**src/rtl/rx_status_ctrl.sv**
```systemverilog
// rx_status_ctrl: admits RX frames, measures their byte length, collects the
// late good/bad verdict (or times it out) and queues one status word per
// frame in a small first-word-fall-through FIFO for the client.
module rx_status_ctrl #(
    parameter int DEPTH          = 4,
    parameter int STATUS_TIMEOUT = 16
) (
    input  logic        rxclk,
    input  logic        reset,
    input  logic        cfg_rx_en,
    input  logic        get_sfd,
    input  logic        receiving,
    input  logic [7:0]  rx_data_valid,
    input  logic        good_frame_get,
    input  logic        bad_frame_get,
    output logic        recv_enable,
    output logic        stat_valid,
    input  logic        stat_ready,
    output logic        stat_good,
    output logic        stat_timeout,
    output logic [15:0] stat_len,
    output logic [15:0] reject_cnt,
    output logic        busy
);
    localparam int AW = (DEPTH > 1) ? $clog2(DEPTH) : 1;
    localparam int CW = $clog2(DEPTH + 1);
    localparam int TW = (STATUS_TIMEOUT > 1) ? $clog2(STATUS_TIMEOUT) : 1;

    typedef struct packed {
        logic        good;
        logic        timeout;
        logic [15:0] len;
    } stat_t;

    typedef enum logic [1:0] {IDLE, FRAME, WAIT} state_t;

    state_t          state, state_next;
    logic [15:0]     len, len_next, len_acc, len_cur;
    logic            seen, seen_next;
    logic [TW-1:0]   timer, timer_next;
    logic            push, pop, rej_inc, verdict;
    stat_t           push_word, head;
    stat_t           mem [DEPTH];
    logic [AW-1:0]   wr_ptr, rd_ptr;
    logic [CW-1:0]   count, count_next;
    logic [16:0]     len_sum;

    function automatic logic [3:0] popcnt(input logic [7:0] v);
        logic [3:0] n;
        n = '0;
        for (int i = 0; i < 8; i++) n = n + {3'b0, v[i]};
        return n;
    endfunction

    // Saturating length including this cycle's lanes.
    always_comb begin
        len_sum = {1'b0, len} + {13'b0, popcnt(rx_data_valid)};
        len_acc = len_sum[16] ? 16'hFFFF : len_sum[15:0];
        len_cur = receiving ? len_acc : len;
    end

    assign verdict = good_frame_get | bad_frame_get;

    // Next-state, length/timer update and status push decision.
    always_comb begin
        state_next = state;
        len_next   = len;
        seen_next  = seen;
        timer_next = timer;
        push       = 1'b0;
        push_word  = '0;
        rej_inc    = 1'b0;
        case (state)
            IDLE: begin
                if (get_sfd) begin
                    if (recv_enable) begin
                        state_next = FRAME;
                        len_next   = '0;
                        seen_next  = 1'b0;
                    end else begin
                        rej_inc = 1'b1;
                    end
                end
            end
            FRAME: begin
                if (receiving) begin
                    len_next  = len_acc;
                    seen_next = 1'b1;
                end
                if (verdict) begin
                    push       = 1'b1;
                    push_word  = '{good: good_frame_get & ~bad_frame_get, timeout: 1'b0, len: len_cur};
                    state_next = IDLE;
                end else if (!receiving && seen) begin
                    state_next = WAIT;
                    timer_next = '0;
                end
            end
            WAIT: begin
                if (verdict) begin
                    push       = 1'b1;
                    push_word  = '{good: good_frame_get & ~bad_frame_get, timeout: 1'b0, len: len};
                    state_next = IDLE;
                end else if (timer == TW'(STATUS_TIMEOUT - 1)) begin
                    push       = 1'b1;
                    push_word  = '{good: 1'b0, timeout: 1'b1, len: len};
                    state_next = IDLE;
                end else begin
                    timer_next = timer + TW'(1);
                end
            end
            default: state_next = IDLE;
        endcase
    end

    assign stat_valid = (count != '0);
    assign pop        = stat_valid & stat_ready;
    assign count_next = count + CW'(push) - CW'(pop);

    // Control state, FIFO pointers, reject counter and registered admit gate.
    always_ff @(posedge rxclk) begin
        if (reset) begin
            state       <= IDLE;
            len         <= '0;
            seen        <= 1'b0;
            timer       <= '0;
            wr_ptr      <= '0;
            rd_ptr      <= '0;
            count       <= '0;
            reject_cnt  <= '0;
            recv_enable <= 1'b0;
        end else begin
            state  <= state_next;
            len    <= len_next;
            seen   <= seen_next;
            timer  <= timer_next;
            count  <= count_next;
            if (push) wr_ptr <= (wr_ptr == AW'(DEPTH - 1)) ? '0 : wr_ptr + AW'(1);
            if (pop)  rd_ptr <= (rd_ptr == AW'(DEPTH - 1)) ? '0 : rd_ptr + AW'(1);
            if (rej_inc && reject_cnt != 16'hFFFF) reject_cnt <= reject_cnt + 16'd1;
            // The in-flight frame's slot is reserved by only admitting in IDLE with room.
            recv_enable <= cfg_rx_en & (state_next == IDLE) & (count_next < CW'(DEPTH));
        end
    end

    // Status storage; contents are only observed through the valid-gated head.
    always_ff @(posedge rxclk) begin
        if (push) mem[wr_ptr] <= push_word;
    end

    assign head         = mem[rd_ptr];
    assign stat_good    = stat_valid & head.good;
    assign stat_timeout = stat_valid & head.timeout;
    assign stat_len     = stat_valid ? head.len : 16'h0;
    assign busy         = (state != IDLE);
endmodule
```
**config.mk**
```make
export PLATFORM = sky130hd
export DESIGN_NAME = rx_status_ctrl
export DESIGN_NICKNAME = d
export VERILOG_FILES = /design/src/rtl/rx_status_ctrl.sv
export SDC_FILE = /design/constraint.sdc
export NUM_CORES = 1
export LEC_CHECK = 0
export CAP_MARGIN = 20
export CORE_ASPECT_RATIO = 0.9
export CORE_MARGIN = 8
export CORE_UTILIZATION = 58
export DETAILED_ROUTE_END_ITERATION = 7
export HOLD_SLACK_MARGIN = 0.15
export PLACE_DENSITY = 0.77
export SLEW_MARGIN = 40
export SYNTH_ARGS = -nofsm -noshare
export SYNTH_HDL_FRONTEND = slang
export SYNTH_SLANG_ARGS = --single-unit
```
**constraint.sdc**
```tcl
create_clock -name rxclk -period 5.2 [get_ports rxclk]
set_input_delay 1.04 -clock rxclk [delete_from_list [all_inputs] [get_ports rxclk]]
set_output_delay 1.04 -clock rxclk [all_outputs]
set_load 0.05 [all_outputs]
```
==> results of run 1 <==
cell usage after synthesis, types with 5 or more instances:
library cell  count  area [um2]
and3_1            7        43.8
o21ai_0          14        70.1
o32ai_1          10        87.6
edfxtp_1         72        2160
a21o_1            5        37.5
nor3_1            9        45.0
clkbuf_1         13        48.8
nand3_1          12        60.1
a22o_1            7        61.3
and2_1           25         156
a21oi_1          29         145
mux4_2           18         405
nor2_1           38         143
dfxtp_1          49         981
fa_1              6         120
nand2_1          34         128
xnor2_1          10        87.6
inv_1            31         116
a211oi_1          5        37.5
nand4_1           9        56.3
o21a_1            7        52.6
ha_1             19         238
buf_2             7        35.0
final cells by class:
class	instances	area (um2)	share of cell area, %
multi-input combinational	345	2670	36.8
clock inverter	14	163	2.24
sequential	121	3140	43.3
clock buffer	18	429	5.91
inverter	31	116	1.60
timing repair buffer	60	581	7.99
tap	129	161	2.22
routing by layer:
metal / vias to the layer above / GRT usage, % / part of all wire [%]
met5: - / 0 / 0
met4: 0 / 5.61 / 0.83
met3: 13 / 5.27 / 6.9
met2: 162 / 32.2 / 48
met1: 2113 / 27.5 / 44
li1: 2068 / - / -
state kept, by name, summed over array words and instances, names as in the netlist, named ones only:
signal       cells
wr_ptr           2
mem             72
rd_ptr           2
reject_cnt      16
count            3
seen             1
state            2
recv_enable      1
timer            4
len             16
through the flow:
| stage | instances | utilization [%] | cell area [um2] | setup WS, ns |
|---|---|---|---|---|
| finish | 718 | 71.5 | 7270 | 0.364 |
| global route | 718 | 71.5 | 7270 | 0.133 |
| CTS | 718 | 71.5 | 7260 | 0.368 |
| detailed placement | 686 | 65.7 | 6670 | -0.0523 |
| global placement | 686 | 65.6 | 6670 | 0.0682 |
| floorplan | 519 | - | 6020 | 0.612 |
worst max-delay path: stages:
cell and delay, ns:
clkdlybuf4s50_1 0.43, fa_1 0.54, inv_1 0.05, fa_1 0.45, fa_1 0.51, fa_1 0.18
inv_1 0.05, fa_1 0.40, and3_1 0.23, o21a_1 0.28, nand4_1 0.17, a21oi_1 0.09
o32ai_1 0.53
how the worst max path moves through the flow:
stage	end	cells past startpoint	from	slack [ns]
floorplan	mem[0][13]$_DFFE_PP_	13	rx_data_valid[0]	0.61
global placement	mem[0][3]$_DFFE_PP_	14	rx_data_valid[0]	0.07
detailed placement	mem[0][10]$_DFFE_PP_	13	rx_data_valid[0]	-0.05
CTS	mem[3][10]$_DFFE_PP_	13	rx_data_valid[0]	0.37
finish	mem[3][10]$_DFFE_PP_	13	rx_data_valid[0]	0.36
global route	mem[3][13]$_DFFE_PP_	13	rx_data_valid[0]	0.13
power breakdown:
part / internal, mW / switching [mW] / leakage [nW]
combinational: 0.394 / 0.659 / 1.18
clock: 0.718 / 0.463 / 0.288
sequential: 1.04 / 0.0336 / 1.06
cell families (layout without fill, tap and decap cells):
| kind of cell | after synthesis | after routing |
|---|---|---|
| buf+inv | 53 | 123 |
| flops | 121 | 121 |
| xor+xnor | 13 | 13 |
| compound gates | 118 | 118 |
| simple gates | 167 | 167 |
| mux | 22 | 22 |
| fa+ha+maj | 25 | 25 |
==> qor.csv, run 1 <==
metric;value;unit
Max IR drop VDD;0.464;mV
H-Tree Depth;4;
Total Routing Usage GR;20.5;%
critical path type;in2reg;
crit path time final;4.84;ns
initial antenna violation count;0;
Synth Warn #;0;
Final period util;93.0;%
commonest non-fill, non-tap cell in the layout;edfxtp_1;
number of global-route vias before repair;4282;
Die Area;0.0139;mm2
simple-gate share of the synthesized area;14.7;%
TritonCTS clock tree;built;
Placer Congestion;0.876;
f_max;207;MHz
FFs w/ async S/R, synth;0;%
final hold slack;0.488;ns
Power per Cell Area;455;mW/mm2
Post-DRT Antenna Nets;0;
largest net degree at the start of global routing;41;
# setup viols final;0;
post-synthesis sequential area ratio;52.2;%
starting density of the core;59.2;%
Congestion Overflow GR;0;
most used flip-flop cell after synthesis;edfxtp_1;
status;complete, no violations;
TritonRoute pass-1 iters;5;
hold endpoint;timer[3]$_SDFFE_PP0P_;
vias per inst;6.07;
Max Buffers Root-to-Sink;2;
CTS root buf;clkbuf_16;
Net Count, Synth;560;
Ant. Diodes;0;
DRC viols;0;
row count;35;
Post-CTS Setup Bufs;0;
worst skew pair latency;0.41;ns
# port buffers;52;
slew at the pin with the worst max-slew slack;0.844;ns
commonest non-fill, non-tap cells in the layout;edfxtp_1 (72), clkdlybuf4s50_1 (52), dfxtp_1 (48), nor2_1 (37), nand2_1 (34);
Pleak;2.52;nW
Setup Skew;0.0150;ns
via count;4356;
r2r endpoint;mem[3][10]$_DFFE_PP_;
WP data arrival;4.97;ns
wire per inst;19.0;um
Hold-fix buffers, CTS;0;
min-delay src;timer[3]$_SDFFE_PP0P_;
share of cells above drive strength 1;13.8;%
Tightest Hold Check Type;reg2reg;
Tot Pwr;3.30;mW
dpl hpwl;9.31;mm
mux cell area share after synthesis;7.43;%
Seq cells post-synth;121;
clock net sink count;121;
Die Wd;123;um
Chip Height;113;um
Filler cells;729;
Layout area overhead;20.8;%
CTS clk-pin slew, worst paths;0.06;ns
Max Slew Vio Count;0;
max_cap viols;0;
R2R setup slack;1.50;ns
RSZ-0062 raised after global routing;false;
Data required, critical path;5.33;ns
Crit Path Max Fanout;7;
Critical Path Source Type;input pin;
post-synthesis compound-gate area fraction;14.4;%
total CTS buffers;17;
Mapped Area;0.00602;mm2
Adder-Cell Fraction of Synth Area;5.95;%
Nets;617;
drt initial violations;469;
Reg2Reg Launch Point;len[0]$_SDFFE_PP0P_;
Reg2Reg Depth;11;
Post-synth EDFFs;72;
total negative slack;0;ns
Resized Gates After CTS;0;
hold path depth;2;
main combinational cell family by area after synthesis;simple AND/OR/NAND/NOR gates;
I/O pin count;53;
CP Capture Type;flop;
Netlist cell types;65;
total wire length;13.7;mm
Slew HR;43.6;%
Synth Instances;519;
Core Box Area;0.0102;mm2
Synth Area in XOR/XNOR;1.89;%
Fin. Hold Viols;0;
Avg Cell Area, Syn;11.6;um2
first-pass GRT wire length;22.2;mm
No activity file was read; power rests on OpenSTA's default activity.
==> run 2, diff against run 1 <==
- TNS_END_PERCENT: unset -> 1
==> results of run 2 <==
Same layout as run 1: the final DEF is identical, and so are final timing and power.
==> run 3, diff against run 2 <==
- ABC_AREA: unset -> 1
- CORE_UTILIZATION: 58 -> 64
- CTS_CLUSTER_SIZE: unset -> 8
- DONT_BUFFER_PORTS: unset -> 1
==> qor.csv, run 3 <==
metric;value;unit;change
r2r endpoint;mem[2][9]$_DFFE_PP_;;was mem[3][10]$_DFFE_PP_
Hold-fix buffers, CTS;0;;unchanged
Mapped Area;0.00624;mm2;was 0.00602 mm2
WP data arrival;4.48;ns;was 4.97 ns
max FFs per register;72;;unchanged
DRC viols;0;;unchanged
biggest regs;mem: 72 flops, len: 16 flops, reject_cnt: 16 flops;;unchanged
RSZ-0062 raised after global routing;false;;unchanged
via count;5098;;was 4356
share of cells above drive strength 1;11.8;%;was 13.8%
cell taking the most area after synthesis;edfxtp_1;;unchanged
status;complete, no violations;;unchanged
setup ws final;1.00;ns;was 0.364 ns
TritonCTS clock tree;built;;unchanged
critical path type;in2reg;;unchanged
total wire length;14.5;mm;was 13.7 mm
f_max;238;MHz;was 207 MHz
total negative slack;0;ns;unchanged
Post-DRT Antenna Nets;0;;unchanged
clock net sink count;121;;unchanged
Avg Cell Area, Syn;8.53;um2;was 11.6 um2
Biggest register;mem;;unchanged
total CTS buffers;17;;unchanged
# setup viols final;0;;unchanged
hold path depth;2;;unchanged
most used flip-flop cell after synthesis;edfxtp_1;;unchanged
# port buffers;0;;was 52
Seq cells post-synth;121;;unchanged
CP Capture Point;mem[2][9]$_DFFE_PP_;;was mem[3][10]$_DFFE_PP_
Synth Warn #;0;;unchanged
Slew HR;43.1;%;was 43.6%
Die Area;0.0132;mm2;was 0.0139 mm2
Die Wd;120;um;was 123 um
CP Capture Type;flop;;unchanged
worst skew pair latency;0.51;ns;was 0.41 ns
Critical Path Source Type;input pin;;unchanged
clock share of power;34.7;%;was 35.7%
Setup Skew;0.00939;ns;was 0.0150 ns
wire per inst;16.3;um;was 19.0 um
top cells by area, synth;edfxtp_1 (35%), dfxtp_1 (16%), nand2_1 (8.7%);;was edfxtp_1 (36%), dfxtp_1 (16%), mux4_2 (6.7%)
Switching Share;36.9;%;was 35.0%
Net Sw Power;1.13;mW;was 1.16 mW
sequential fraction of design power;36.6;%;was 32.4%
Crit Path Max Fanout;7;;unchanged
Power per Cell Area;434;mW/mm2;was 455 mW/mm2
first-pass GRT wire length;23.5;mm;was 22.2 mm
Netlist cell types;39;;was 65
Max Buffers Root-to-Sink;2;;unchanged
crit path time final;4.20;ns;was 4.84 ns
drt initial violations;547;;was 469
Resized Gates After CTS;0;;unchanged
dpl hpwl;9.88;mm;was 9.31 mm
Net Count, Synth;772;;was 560
starting density of the core;65.2;%;was 59.2%
combinational share of power;28.7;%;was 31.9%
Nets;792;;was 617
Max Slew Vio Count;0;;unchanged
initial antenna violation count;0;;unchanged
Synth Instances;731;;was 519
Final period util;80.7;%;was 93.0%
share of the synthesized area in the top cell type;34.7;%;was 35.9%
Core Box Area;0.00957;mm2;was 0.0102 mm2
max_cap viols;0;;unchanged
number of global-route vias before repair;4747;;was 4282
FFs w/ async S/R, synth;0;%;unchanged
Reg2Reg Depth;14;;was 11
Placer Congestion;0.956;;was 0.876
Fin. Hold Viols;0;;unchanged
Layout area overhead;12.6;%;was 20.8%
Commonest cells post-synth;nand2_1 (145), nor2_1 (120), edfxtp_1 (72);;was edfxtp_1 (72), dfxtp_1 (49), nor2_1 (38)
slew at the pin with the worst max-slew slack;0.852;ns;was 0.844 ns
Total Routing Usage GR;22.6;%;was 20.5%
Pleak;2.73;nW;was 2.52 nW
commonest non-fill, non-tap cell in the layout;nand2_1;;was edfxtp_1
P_int;1.92;mW;was 2.15 mW
Reg2Reg Launch Point;len[0]$_SDFFE_PP0P_;;unchanged
TritonRoute pass-1 iters;5;;unchanged
commonest non-fill, non-tap cells in the layout;nand2_1 (145), nor2_1 (120), edfxtp_1 (72), a21oi_1 (68), inv_1 (64);;was edfxtp_1 (72), clkdlybuf4s50_1 (52), dfxtp_1 (48), nor2_1 (37), nand2_1 (34)
Post-synth EDFFs;72;;unchanged
R2R setup slack;1.57;ns;was 1.50 ns
Chip Height;110;um;was 113 um
Data required, critical path;5.48;ns;was 5.33 ns
Ant. Diodes;0;;unchanged
Max IR drop VDD;0.335;mV;was 0.464 mV
post-synthesis sequential area ratio;50.4;%;was 52.2%
I/O pin count;53;;unchanged
Tightest Hold Check Type;reg2reg;;unchanged
top-count cell post-synth;nand2_1;;was edfxtp_1
final hold slack;0.481;ns;was 0.488 ns
H-Tree Depth;4;;unchanged
row count;34;;was 35
pre-CTS setup slack;0.521;ns;was -0.0523 ns
largest net degree at the start of global routing;39;;was 41
Tot Pwr;3.05;mW;was 3.30 mW
vias per inst;5.73;;was 6.07
Post-CTS Setup Bufs;0;;unchanged
CTS root buf;clkbuf_8;;was clkbuf_16
CTS clk-pin slew, worst paths;0.06;ns;about the same
min-delay src;timer[1]$_SDFFE_PP0P_;;was timer[3]$_SDFFE_PP0P_
Setup crit start;rx_data_valid[0];;unchanged
Congestion Overflow GR;0;;unchanged
## run 3: changes by cell type in the layout (fill, tap and decap cells not counted), sizes merged, moves of 32 or more
cell and change:
nand2 +116, nor2 +90, clkdlybuf4s50 -52, a21oi +41
inv +34, nand3 +34, o21ai +32
## run 3: metal layers
metal	share of wire, %	up-vias	routed length, um	global-route usage [%]
met5	0	-	0	0
met4	1.3	0	194	6.68
met3	8.8	19	1270	6.42
met2	46	228	6710	35.9
met1	44	2390	6360	29.9
li1	-	2461	-	-
## run 3: worst min path at each step
stage	end	slack, ns
6_report	timer[1]$_SDFFE_PP0P_	0.48
5_1_grt	timer[1]$_SDFFE_PP0P_	0.51
4_1_cts	timer[1]$_SDFFE_PP0P_	0.48
3_5_place_dp	timer[1]$_SDFFE_PP0P_	0.47
3_3_place_gp	timer[1]$_SDFFE_PP0P_	0.46
2_1_floorplan	timer[1]$_SDFFE_PP0P_	0.46
## run 3: cell type report
type | count | area [um2]
sequential | 121 | 3140
fill | 704 | 2550
inverter | 70 | 263
multi-input combinational | 516 | 2730
timing repair buffer | 25 | 188
tap | 126 | 158
clock inverter | 11 | 67.6
clock buffer | 21 | 475
## run 3: stage by stage
step                instances  util (%)  area, um2
floorplan                 731         -       6240
global placement          858      67.6       6470
detailed placement        858      67.6       6470
CTS                       890      73.3       7020
global route              890      73.4       7020
finish                    890      73.4       7020
## run 3: power groups by stage
stage | Combinational, mW | Sequential (mW) | Clock [mW]
2_1_floorplan | 0.657 | 1.11 | 0
3_3_place_gp | 0.842 | 1.13 | 0
3_5_place_dp | 0.867 | 1.14 | 0
4_1_cts | 0.869 | 1.12 | 1.06
5_1_grt | 0.939 | 1.12 | 1.11
6_report | 0.874 | 1.12 | 1.06
## run 3: cell families after synthesis
| group | after synthesis | synth area share [%] |
|---|---|---|
| buffers and inverters | 94 | 5.94 |
| XOR/XNOR | 16 | 2.25 |
| AND/OR/NAND/NOR | 348 | 24.5 |
| flip-flops | 121 | 50.4 |
| adder cells (fa/ha/maj) | 25 | 5.74 |
| AO/OA/AOI/OAI | 127 | 11.2 |
## run 3: worst max-delay path, cell delays in order
cell and delay, ns:
fa_1 0.52, inv_1 0.05, fa_1 0.49, fa_1 0.42, fa_1 0.38, inv_1 0.12
fa_1 0.23, nand2_2 0.08, a21oi_4 0.27, nand2_4 0.12, nor2_8 0.14, nand2_4 0.11
nand3_2 0.10, nand2_1 0.05, a21oi_1 0.34
